==> src/rtl/nes_joypad_ctrl.sv <==
// nes_joypad_ctrl
//   Maps USB HID keycodes (four usage slots) onto two NES joypads and serves
//   the $4016/$4017 strobe + serial-read protocol to the emulated CPU.
//   Button vector order (bit0..7): A, B, Select, Start, Up, Down, Left, Right.
//
// Ports
//   clk_clk        : system clock
//   reset_reset    : synchronous active-high reset
//   keycode_export : four HID usages {byte3,byte2,byte1,byte0}, 8'h00 = empty
//   cpu_ce         : one-cycle bus enable qualifying cpu_we / cpu_re
//   cpu_addr       : CPU address
//   cpu_din        : CPU write data (bit0 = strobe)
//   cpu_we, cpu_re : write / read request
//   joy_dout       : read data {7'b0100000, serial_bit}, registered
//   joy_oe         : one-cycle pulse, joy_dout valid
//   pad1_state     : live (registered) P1 button vector for debug LEDs
//
// Configuration macro
//   JOYPAD_SOCD_EN : when defined, L+R and U+D pairs cancel to 0 before the
//                    vector reaches the shift registers and pad1_state.

// One joypad shift register. The mode is decoded from the shared strobe and
// this port's read count rather than stored, so a strobe edge takes effect
// on the very next cycle with no extra state to keep coherent.
module nes_joypad_port #(
    parameter logic FILL_BIT = 1'b1
) (
    input  logic       clk,
    input  logic       reset,
    input  logic       strobe,
    input  logic [7:0] vec,
    input  logic       rd,
    output logic       serial_bit
);
    localparam logic [1:0] S_LOAD  = 2'd0;
    localparam logic [1:0] S_SHIFT = 2'd1;
    localparam logic [1:0] S_EMPTY = 2'd2;

    logic [7:0] sh;
    logic [3:0] cnt;
    logic [1:0] state;

    always_comb begin
        if (strobe)            state = S_LOAD;
        else if (cnt == 4'd8)  state = S_EMPTY;
        else                   state = S_SHIFT;
    end

    always_comb begin
        case (state)
            S_LOAD:  serial_bit = vec[0];
            S_SHIFT: serial_bit = sh[0];
            default: serial_bit = FILL_BIT;
        endcase
    end

    always_ff @(posedge clk) begin
        if (reset) begin
            sh  <= 8'h00;
            cnt <= 4'd0;
        end else begin
            case (state)
                // Reload continuously; on strobe 1->0 sh keeps the last load.
                S_LOAD: begin
                    sh  <= vec;
                    cnt <= 4'd0;
                end
                S_SHIFT: begin
                    if (rd) begin
                        sh  <= {FILL_BIT, sh[7:1]};
                        cnt <= cnt + 4'd1;
                    end
                end
                default: ; // EMPTY: count saturated at 8
            endcase
        end
    end
endmodule

module nes_joypad_ctrl #(
    parameter logic [15:0] P1_ADDR  = 16'h4016,
    parameter logic [15:0] P2_ADDR  = 16'h4017,
    parameter logic        FILL_BIT = 1'b1
) (
    input  logic        clk_clk,
    input  logic        reset_reset,
    input  logic [31:0] keycode_export,
    input  logic        cpu_ce,
    input  logic [15:0] cpu_addr,
    input  logic [7:0]  cpu_din,
    input  logic        cpu_we,
    input  logic        cpu_re,
    output logic [7:0]  joy_dout,
    output logic        joy_oe,
    output logic [7:0]  pad1_state
);
    localparam int NUM_PORTS = 2;

    // Usage code per button, [port][button], button index = vector bit.
    localparam logic [NUM_PORTS-1:0][7:0][7:0] KEY_MAP = '{
        '{8'h4F, 8'h50, 8'h51, 8'h52, 8'h2F, 8'h30, 8'h11, 8'h10},  // P2
        '{8'h07, 8'h04, 8'h16, 8'h1A, 8'h28, 8'h2B, 8'h0D, 8'h0E}   // P1
    };
    localparam logic [NUM_PORTS-1:0][15:0] PORT_ADDR = '{P2_ADDR, P1_ADDR};

    logic                          strobe;
    logic [NUM_PORTS-1:0][7:0]     vec_raw;
    logic [NUM_PORTS-1:0][7:0]     vec_clean;
    logic [NUM_PORTS-1:0][7:0]     vec_q;
    logic [NUM_PORTS-1:0]          rd;
    logic [NUM_PORTS-1:0]          serial;
    logic                          rd_ok;
    logic                          unused_din;

    // Only bit0 of the strobe write is meaningful.
    assign unused_din = ^cpu_din[7:1];

    // A read coinciding with a write is dropped; the write wins.
    assign rd_ok = cpu_ce & cpu_re & ~cpu_we;

    always_comb begin
        vec_raw = '0;
        for (int p = 0; p < NUM_PORTS; p++)
            for (int b = 0; b < 8; b++)
                for (int s = 0; s < 4; s++)
                    if (KEY_MAP[p][b] != 8'h00 &&
                        keycode_export[s*8 +: 8] == KEY_MAP[p][b])
                        vec_raw[p][b] = 1'b1;
    end

`ifdef JOYPAD_SOCD_EN
    // Opposing directions cancel: bits 7:6 = Right/Left, 5:4 = Down/Up.
    always_comb begin
        vec_clean = vec_raw;
        for (int p = 0; p < NUM_PORTS; p++) begin
            if (vec_raw[p][6] && vec_raw[p][7]) vec_clean[p][7:6] = 2'b00;
            if (vec_raw[p][4] && vec_raw[p][5]) vec_clean[p][5:4] = 2'b00;
        end
    end
`else
    assign vec_clean = vec_raw;
`endif

    always_ff @(posedge clk_clk) begin
        if (reset_reset) begin
            vec_q  <= '0;
            strobe <= 1'b0;
        end else begin
            vec_q <= vec_clean;
            if (cpu_ce && cpu_we && cpu_addr == P1_ADDR)
                strobe <= cpu_din[0];
        end
    end

    assign pad1_state = vec_q[0];

    for (genvar p = 0; p < NUM_PORTS; p++) begin : g_port
        assign rd[p] = rd_ok && (cpu_addr == PORT_ADDR[p]);

        nes_joypad_port #(.FILL_BIT(FILL_BIT)) u_port (
            .clk        (clk_clk),
            .reset      (reset_reset),
            .strobe     (strobe),
            .vec        (vec_q[p]),
            .rd         (rd[p]),
            .serial_bit (serial[p])
        );
    end

    // joy_dout holds its last value between reads; joy_oe marks validity.
    always_ff @(posedge clk_clk) begin
        if (reset_reset) begin
            joy_dout <= 8'h00;
            joy_oe   <= 1'b0;
        end else begin
            joy_oe <= |rd;
            if (rd[0])      joy_dout <= {7'b0100000, serial[0]};
            else if (rd[1]) joy_dout <= {7'b0100000, serial[1]};
        end
    end
endmodule
==> config.mk <==
export PLATFORM = sky130hd
export DESIGN_NAME = nes_joypad_ctrl
export DESIGN_NICKNAME = d
export VERILOG_FILES = /design/src/rtl/nes_joypad_ctrl.sv
export SDC_FILE = /design/constraint.sdc
export NUM_CORES = 1
export LEC_CHECK = 0
export ABC_AREA = 1
export BUFFER_PORTS_ARGS = -buffer_cell sky130_fd_sc_hd__buf_2
export CAP_MARGIN = 20
export CORE_ASPECT_RATIO = 0.8
export CORE_MARGIN = 5
export CORE_UTILIZATION = 25
export CTS_BUF_LIST = sky130_fd_sc_hd__clkbuf_2
export DETAILED_ROUTE_END_ITERATION = 6
export HOLD_SLACK_MARGIN = 0.12
export PLACE_DENSITY_LB_ADDON = 0.15
export SLEW_MARGIN = 15
export SYNTH_ARGS = -nofsm -noshare
export SYNTH_HDL_FRONTEND = slang
export SYNTH_SLANG_ARGS = --single-unit
==> constraint.sdc <==
create_clock -name clk_clk -period 1.9 [get_ports clk_clk]
set_input_delay 0.285 -clock clk_clk [delete_from_list [all_inputs] [get_ports clk_clk]]
set_output_delay 0.285 -clock clk_clk [all_outputs]
set_load 0.1 [all_outputs]
-- Word level (Yosys, flattened, before mapping)
Index checks and enable logic that the tools add are counted.
- input port bits: 61
- output and inout bits: 17
- register bits after elaboration: 44
- word-level logic and storage cells: 178
- reduce and logical (&&, ||, !) cells: 12
- bitwise gates (word level): 3
- muxes and demuxes: 80
- add/sub/neg operators: 2
- eq/ne operators: 72
- operators with widths (kind ; count):
    8-bit by 5-bit equality test with 1-bit output, second input constant ; 16
    8-bit by 6-bit equality test with 1-bit output, second input constant ; 16
    8-bit by 7-bit equality test with 1-bit output, second input constant ; 16
    8-bit by 3-bit equality test with 1-bit output, second input constant ; 8
    8-bit by 4-bit equality test with 1-bit output, second input constant ; 8
    1-bit 2-to-1 mux ; 64
    16-bit by 15-bit equality test with 1-bit output, second input constant ; 2
    8-bit one-hot mux with 2 select lines ; 2
    8-bit 2-to-1 mux ; 2
    4-bit one-hot mux with 2 select lines ; 2
    7-bit 2-to-1 mux ; 2
    4-bit by 1-bit adder with 4-bit output, second input constant ; 2
    4-bit equality test, second input constant ; 2
    2-bit 2-to-1 mux ; 4
    4-bit 2-to-1 mux ; 2
    2-bit nonzero test ; 3
    2-bit by 1-bit equality test with 1-bit output, second input constant ; 2
    1-bit logical AND ; 4
    2-bit logical NOT ; 2
    2-bit by 1-bit inequality test with 1-bit output, second input constant ; 2
    1-bit one-hot mux with 2 select lines ; 2
    2-bit AND reduction ; 2
    1-bit AND ; 2
    2-bit OR reduction ; 1
    1-bit inverter ; 1

-- Depth between registers and ports, before layout
Gate-level depths: netlist (run 1).
- depth after elaboration: 7
- depth in mapped cells: 12

-- Cells and area by module
A second synthesis (run 1) with hierarchy kept.
- cell total of the unflattened synthesis: 503
- area, all modules: 3105.5 sq um
- by module, submodules not included (module ; area an instance (sq um) ; instances ; cells an instance):
    nes_joypad_ctrl ; 1691.6 ; 1 ; 291
    nes_joypad_port ; 706.9 ; 2 ; 106

-- Worst setup path after synthesis (run 1)
OpenSTA, ideal clock, no wires.
- kind: flip-flop to flip-flop
- start point: register vec_q (netlist bit pad1_state[0])
- end point: register joy_dout[0]
- stages on the path, launching flop included: 8
- buffers on the path: 0
- period minus slack after synthesis: 1.491 ns
- slack: 0.409 ns
- library setup time: 0.056 ns
- arrival: 1.435 ns
- required time: 1.844 ns
- cells stage by stage: dfxtp_1 or2_2 nand2_1 inv_1 nand2_1 nand3_1 nand2_1 inv_1
- longest elaborated chain between the ends: 2
- ends and longest elaborated chain (item ; RTL line ; text):
    start: declaration ; 109 ; logic [NUM_PORTS-1:0][7:0] vec_q;
    start signal: assignment ; 149 ; vec_q <= vec_clean;
    1-bit one-hot mux with 2 select lines ; 50 ; case (state)
    7-bit 2-to-1 mux ; 177 ; if (rd[0]) joy_dout <= {7'b0100000, serial[0]};
    end signal: assignment ; 177 ;
    end signal: assignment ; 178 ; else if (rd[1]) joy_dout <= {7'b0100000, serial[1]};
    end: declaration ; 93 ; output logic [7:0] joy_dout,
Every way passes these cells.
A chain may end at the register's enable or synchronous reset.

-- Final worst setup path (run 1)
- start point: register g_port[0].u_port.cnt[0]
- end point: register g_port[0].u_port.sh[3]
- longest elaborated chain between the ends: 6
- ends and longest elaborated chain (item ; RTL line ; text):
    start: declaration ; 40 ; logic [3:0] cnt;
    start signal: assignment ; 71 ; cnt <= cnt + 4'd1;
    4-bit equality test * ; 45 ; else if (cnt == 4'd8) state = S_EMPTY;
    2-bit 2-to-1 mux * ; 45 ;
    2-bit 2-to-1 mux * ; 44 ; if (strobe) state = S_LOAD;
    2-bit by 1-bit equality test with 1-bit output / 2-bit logical NOT (equally long branches) ; 62 ; case (state)
    2-bit by 1-bit inequality test with 1-bit output (no line) / 2-bit nonzero test (equally long branches) ; - ;
    2-bit AND reduction (no line) ; - ;
    end signal: assignment ; 65 ; sh <= vec;
    end signal: assignment ; 70 ; sh <= {FILL_BIT, sh[7:1]};
    end: declaration ; 39 ; logic [7:0] sh;
Every way passes the cells marked *; elsewhere a longest branch is shown, timed or not.

==> impl_metrics.yaml, run 1 <==
outcome:
  status: "complete, no violations"
yosys:
  synth-seq-cells: 44
  async_reset_ff_frac: 0
  yosysTopAreaCell: "dfxtp_1"
  yosys-top-cells-area: "dfxtp_1, nand2_1, nor2_1"
  synth_flop_cell: "dfxtp_1"
  syn_area_sq_um: 2990
  synth_top_area_share: 0.294
  syn_inst: 488
  ys_warn_count: 0
  synth_seq_area_share: 0.294
  synth_cell_types: 38
  synth_edf_count: 0
  postSynthAreaPerCell_sq_um: 6.13
  synth_most_common_cell: "nand2_1"
  yosys-top-cells-count: "nand2_1, nor2_1, inv_1, nand3_1, dfxtp_1"
power:
  leakage_uw: 0.00177
  vdd_ir_drop_max_mv: 0.238
  power_density_nw_per_um2: 540
floorplan:
  dieArea_sq_um: 14300
  dieHeight_microns: 108
  std_cell_rows: 35
  fp.dieW_microns: 132
  io_pins: 78
  start_util: 0.258
  core_sq_um: 11600
grt:
  grt_max_degree: 22
  grt_overflow: 0
  grt_pass1_wl_microns: 15200
  grt_usage: 0.130
  grt_pass1_vias: 3121
  antenna_found_initial: 0
final_layout:
  multi_input_area_sq_um: 1710
  antenna_cells: 0
  nets: 620
  syn_to_final_growth_pct: 17.8
  fillers: 1302
  design_area_sq_um: 3520
  drive_gt1_frac: 0.189
  regArea_sq_um: 881
sta:
  clock.fmax_mhz: 632
  finalSetupTns_ps: 0
  rsz0062_at_grt: "no"
  max_slew_margin: 0.646
  worst_pin_slew_ps: 527
  drv_slew: 0
  finalHoldViolCount: 0
  fin_crit_sh: 0.832
  setup_violations: 0
  fin_crit_ps: 1580
  clock_skew_ps: 12.4
clock_tree:
  clkTransAtPathRegs_ps: 230
  clk_path_buf_depth: 2
  cts-htree-levels: 2
  clock_sinks: 44
  numCtsBuffers: 5
  clock-root-buffer: "clkbuf_2"
  clk_latency_ps: 410
  cts_tree: "done"
  cts_resized: 0
placement:
  post-dp-hpwl_microns: 7230
  gp_routability_congestion: 0.911
  io_buffers: 64
  place_area_sq_um: 3430
detailed_routing:
  drt_iter0_markers: 177
  routedWlPerCell_microns: 12.5
  drc_errors: 0
  vias_per_cell: 4.49
  firstDrtPassIters: 6
  ant_nets: 0
  vias: 3161
  wirelength_microns: 8790
critical_path:
  end_kind: "register"
  crit_path_start_kind: "register"
  timing.setup.critical_path_class: "reg2reg"
  cp_max_fo: 14
  required_ps: 2280
  worstPathArrival_ps: 1960
  rrSetupSlack_ps: 320
job:
  max_cap_violations: 0
min_path:
  hp-class: "in2reg"
cell usage in the layout, fill, tap and decap left out, types with 7 or more instances in the layout:
cell type  instances
nand4_1           12
a21oi_1           14
nor3_1             8
nand2_2            7
inv_1             76
nand2_1           93
dfxtp_1           44
nand3_1           57
buf_2             64
nor2_1            89
o21ai_0           17
cell type report:
type | instances | share of cell area
clock buffer | 6 | 0.00852
clock inverter | 2 | 0.00994
inverter | 80 | 0.0852
multi-input combinational | 353 | 0.486
sequential | 44 | 0.250
tap | 148 | 0.0526
timing repair buffer | 71 | 0.108
registers in the layout, summed over array words and instances (netlist names):
name / count
joy_dout: 2
pad1_state: 8
g_port.u_port.cnt: 8
g_port.u_port.sh: 16
joy_oe: 1
strobe: 1
vec_q: 8
power breakdown:
group          total (uW)  switching, uW  internal, uW  leakage [uW]
Clock                 539            313           226     0.0000430
Sequential            957           8.38           949      0.000355
Combinational         405            284           121       0.00138
worst paths after layout:
| check | startpoint | cells after the start | to |
|---|---|---|---|
| worst min-delay path | keycode_export[29] | 4 | vec_q[8] |
| worst min register to register | joy_dout[6] | 1 | joy_dout[6] |
| worst max register to register | g_port[0].u_port.cnt[0] | 9 | g_port[0].u_port.sh[3] |
| worst max-delay path | g_port[0].u_port.cnt[0] | 9 | g_port[0].u_port.sh[3] |
timing repair:
action                     CTS  global route
setup buffers                0             0
hold buffers                 2             1
hold endpoints to repair     2             1
setup endpoints to repair    0             0
through the flow:
step	total power, uW	setup WS, ps	util	hold slack, ps	instances
finish	1900	318	0.304	228	704
global route	2030	154	0.304	166	704
CTS	1930	295	0.303	130	703
detailed placement	1380	359	0.295	450	693
global placement	1370	379	0.295	431	693
floorplan	1270	409	-	366	493
layer usage:
metal  share of wire  vias to the layer above  global-route usage
met1            0.51                     1412               0.182
met4           0.013                        0              0.0342
li1                -                     1673                   -
met5               0                        -                   0
met3           0.051                       11              0.0318
met2            0.43                       65               0.198
kinds of logic after synthesis:
kind of cell,after synthesis,synth area share
AOI/OAI and AO/OA,51,0.0979
xor gates and xnor gates,1,0.00293
adders and majority gates,4,0.0167
buffers and inverters,96,0.140
DFF,44,0.294
muxes,1,0.00376
other,1,0.00125
and+or+nand+nor,290,0.443
critical path, stage by stage, from the launching register on:
cell and delay, ps:
dfxtp_1 420, inv_1 80, ha_1 210, nand3_2 100, inv_2 50, nor2_4 170
inv_2 140, o21ai_0 200, nor2_1 70, nor2_1 100
Note: power is estimated with default switching activity, not from simulation.
==> inputs of run 2 (changes only) <==
--- a/config.mk
+++ b/config.mk
@@ -5,7 +5,7 @@
 export SDC_FILE = /design/constraint.sdc
 export NUM_CORES = 1
 export LEC_CHECK = 0
-export ABC_AREA = 1
+export ABC_AREA = 0
 export BUFFER_PORTS_ARGS = -buffer_cell sky130_fd_sc_hd__buf_2
 export CAP_MARGIN = 20
 export CORE_ASPECT_RATIO = 0.8
==> constraint.sdc (replaced) <==
create_clock -name clk_clk -period 1.4 [get_ports clk_clk]
set_input_delay 0.21 -clock clk_clk [delete_from_list [all_inputs] [get_ports clk_clk]]
set_output_delay 0.21 -clock clk_clk [all_outputs]
set_load 0.1 [all_outputs]
==> impl_metrics.yaml, run 2 <==
outcome:
  status: "finished, violations left"
  failed_checks: "negative setup slack"
sta:
  drv_slew: 0
  fin_crit_sh: 1.10
  rsz0062_at_grt: "yes"
  clock.fmax_mhz: 649
  clock_skew_ps: 36.2
  fin_ws_ps: -140
  fin_crit_ps: 1540
  setup_violations: 24
  finalHoldViolCount: 0
yosys:
  synth_edf_count: 0
  ys_warn_count: 0
  synth_seq_area_share: 0.318
  synth_most_common_cell: "dfxtp_1"
  syn_area_sq_um: 2770
  yosysTopAreaCell: "dfxtp_1"
  yosys-top-cells-area: "dfxtp_1, a211oi_1, mux2i_1"
  async_reset_ff_frac: 0
  synth_top_area_share: 0.318
  synth_flop_cell: "dfxtp_1"
  synth-seq-cells: 44
  syn_inst: 332
  yosys-top-cells-count: "dfxtp_1, a211oi_1, nor2_1, nor2b_1, nand3_1"
  synth_cell_types: 50
  postSynthAreaPerCell_sq_um: 8.34
min_path:
  holdPathStages: 4
  hp-class: "in2reg"
  hold_end: "vec_q[12]"
  min-delay-start: "keycode_export[8]"
final_layout:
  largest-register: "g_port.u_port.sh"
  largest_register_ffs: 16
  final_cell_mix: "buf_4, buf_2, dfxtp_1, a211oi_2, nor2_1"
  syn_to_final_growth_pct: 60.4
  drive_gt1_frac: 0.494
  nets: 548
  design_area_sq_um: 4440
  antenna_cells: 0
  final_util: 0.410
  final_common_cell: "buf_4"
power:
  power_density_nw_per_um2: 564
  leakage_uw: 0.00170
  vdd_ir_drop_max_mv: 0.270
detailed_routing:
  vias: 3245
  ant_nets: 0
  firstDrtPassIters: 5
  drc_errors: 0
  drt_iter0_markers: 244
  routedWlPerCell_microns: 16.1
  vias_per_cell: 5.17
  wirelength_microns: 10100
critical_path:
  crit_path_start_kind: "register"
  reg2regPathDepth: 6
  r2r-start: "g_port[1].u_port.cnt[0]"
  timing.setup.critical_path_class: "reg2reg"
  cp_max_fo: 7
  rrSetupSlack_ps: -140
  required_ps: 1740
  rr_endpoint: "g_port[1].u_port.sh[2]"
  end_kind: "register"
  worstPathArrival_ps: 1880
floorplan:
  dieArea_sq_um: 13300
  core_sq_um: 10800
  fp.dieW_microns: 128
  io_pins: 78
  start_util: 0.255
  std_cell_rows: 34
  dieHeight_microns: 104
clock_tree:
  clk_latency_ps: 420
  cts-htree-levels: 2
  clock-root-buffer: "clkbuf_2"
  numCtsBuffers: 5
  clk_path_buf_depth: 2
  cts_tree: "done"
  clock_sinks: 44
  clkTransAtPathRegs_ps: 220
grt:
  grt_overflow: 0
  grt_pass1_wl_microns: 16100
  antenna_found_initial: 0
  grt_usage: 0.147
  grt_max_degree: 21
  grt_pass1_vias: 3149
placement:
  post-dp-hpwl_microns: 7820
  gp_routability_congestion: 0.898
  place_area_sq_um: 3870
  io_buffers: 64
job:
  max_cap_violations: 0
[run 2: cell type report]
class	instances	area, sq um
Inverter	8	35.0
Timing Repair Buffer	160	1160
Clock inverter	3	42.5
Tap cell	144	180
Sequential cell	44	893
Fill cell	1089	6400
Clock buffer	5	25.0
Multi-Input combinational cell	264	2110
[run 2: metal layers]
metal,track usage,wire length [microns]
met2,0.212,4250
met3,0.0231,683
met1,0.232,5110
met4,0.0212,50
met5,0,0
[run 2: where the power goes]
part | internal (uW) | switching, uW | total [uW]
sequential | 1260 | 2.31 | 1260
clock | 300 | 440 | 740
combinational | 210 | 296 | 506
[run 2: worst max-delay path, cell delays in order, from the launching register on]
cell and delay, ps:
dfxtp_2 370, inv_2 70, ha_4 110, and3b_1 190, and4b_2 280, a21o_4 260, a211oi_2 190
[run 2: worst max-delay path by stage]
stage	start	to	slack (ps)	depth (start not counted)
after detailed placement	cpu_addr[9]	g_port[1].u_port.cnt[3]	-520	5
final	g_port[1].u_port.cnt[0]	g_port[1].u_port.sh[2]	-140	6
after global placement	cpu_addr[9]	g_port[0].u_port.sh[0]	-500	7
after CTS	g_port[1].u_port.cnt[1]	g_port[1].u_port.sh[2]	-130	6
after floorplan	cpu_addr[9]	g_port[1].u_port.cnt[3]	-310	4
after global routing	g_port[1].u_port.cnt[0]	g_port[1].u_port.sh[2]	-210	6
[run 2: logic make-up after synthesis]
| kind of cell | Yosys count | share of synthesized area |
|---|---|---|
| adder cells (fa/ha/maj) | 4 | 0.0181 |
| buffers and inverters | 30 | 0.0501 |
| multiplexers | 14 | 0.0506 |
| other | 1 | 0.00135 |
| flip-flops | 44 | 0.318 |
| AO/OA/AOI/OAI | 82 | 0.206 |
| AND/OR/NAND/NOR | 157 | 0.356 |
[run 2: repair_timing]
item,in CTS,in global routing
hold buffers,3,0
endpoints found under the setup margin,34,29
hold endpoints to repair,2,0
gates cloned,2,0
buffers inserted,5,2
pin swaps,38,10
resized for setup,73,31
[run 2: stage by stage]
stage	setup slack (ps)	TNS (ps)	cells	power (uW)	hold slack (ps)
finish	-140	-2220	628	2500	151
CTS	-127	-1860	626	2510	135
global route	-206	-3360	628	2600	155
floorplan	-312	-6070	337	1500	372
detailed placement	-523	-13080	608	1760	434
global placement	-495	-12930	608	1760	433
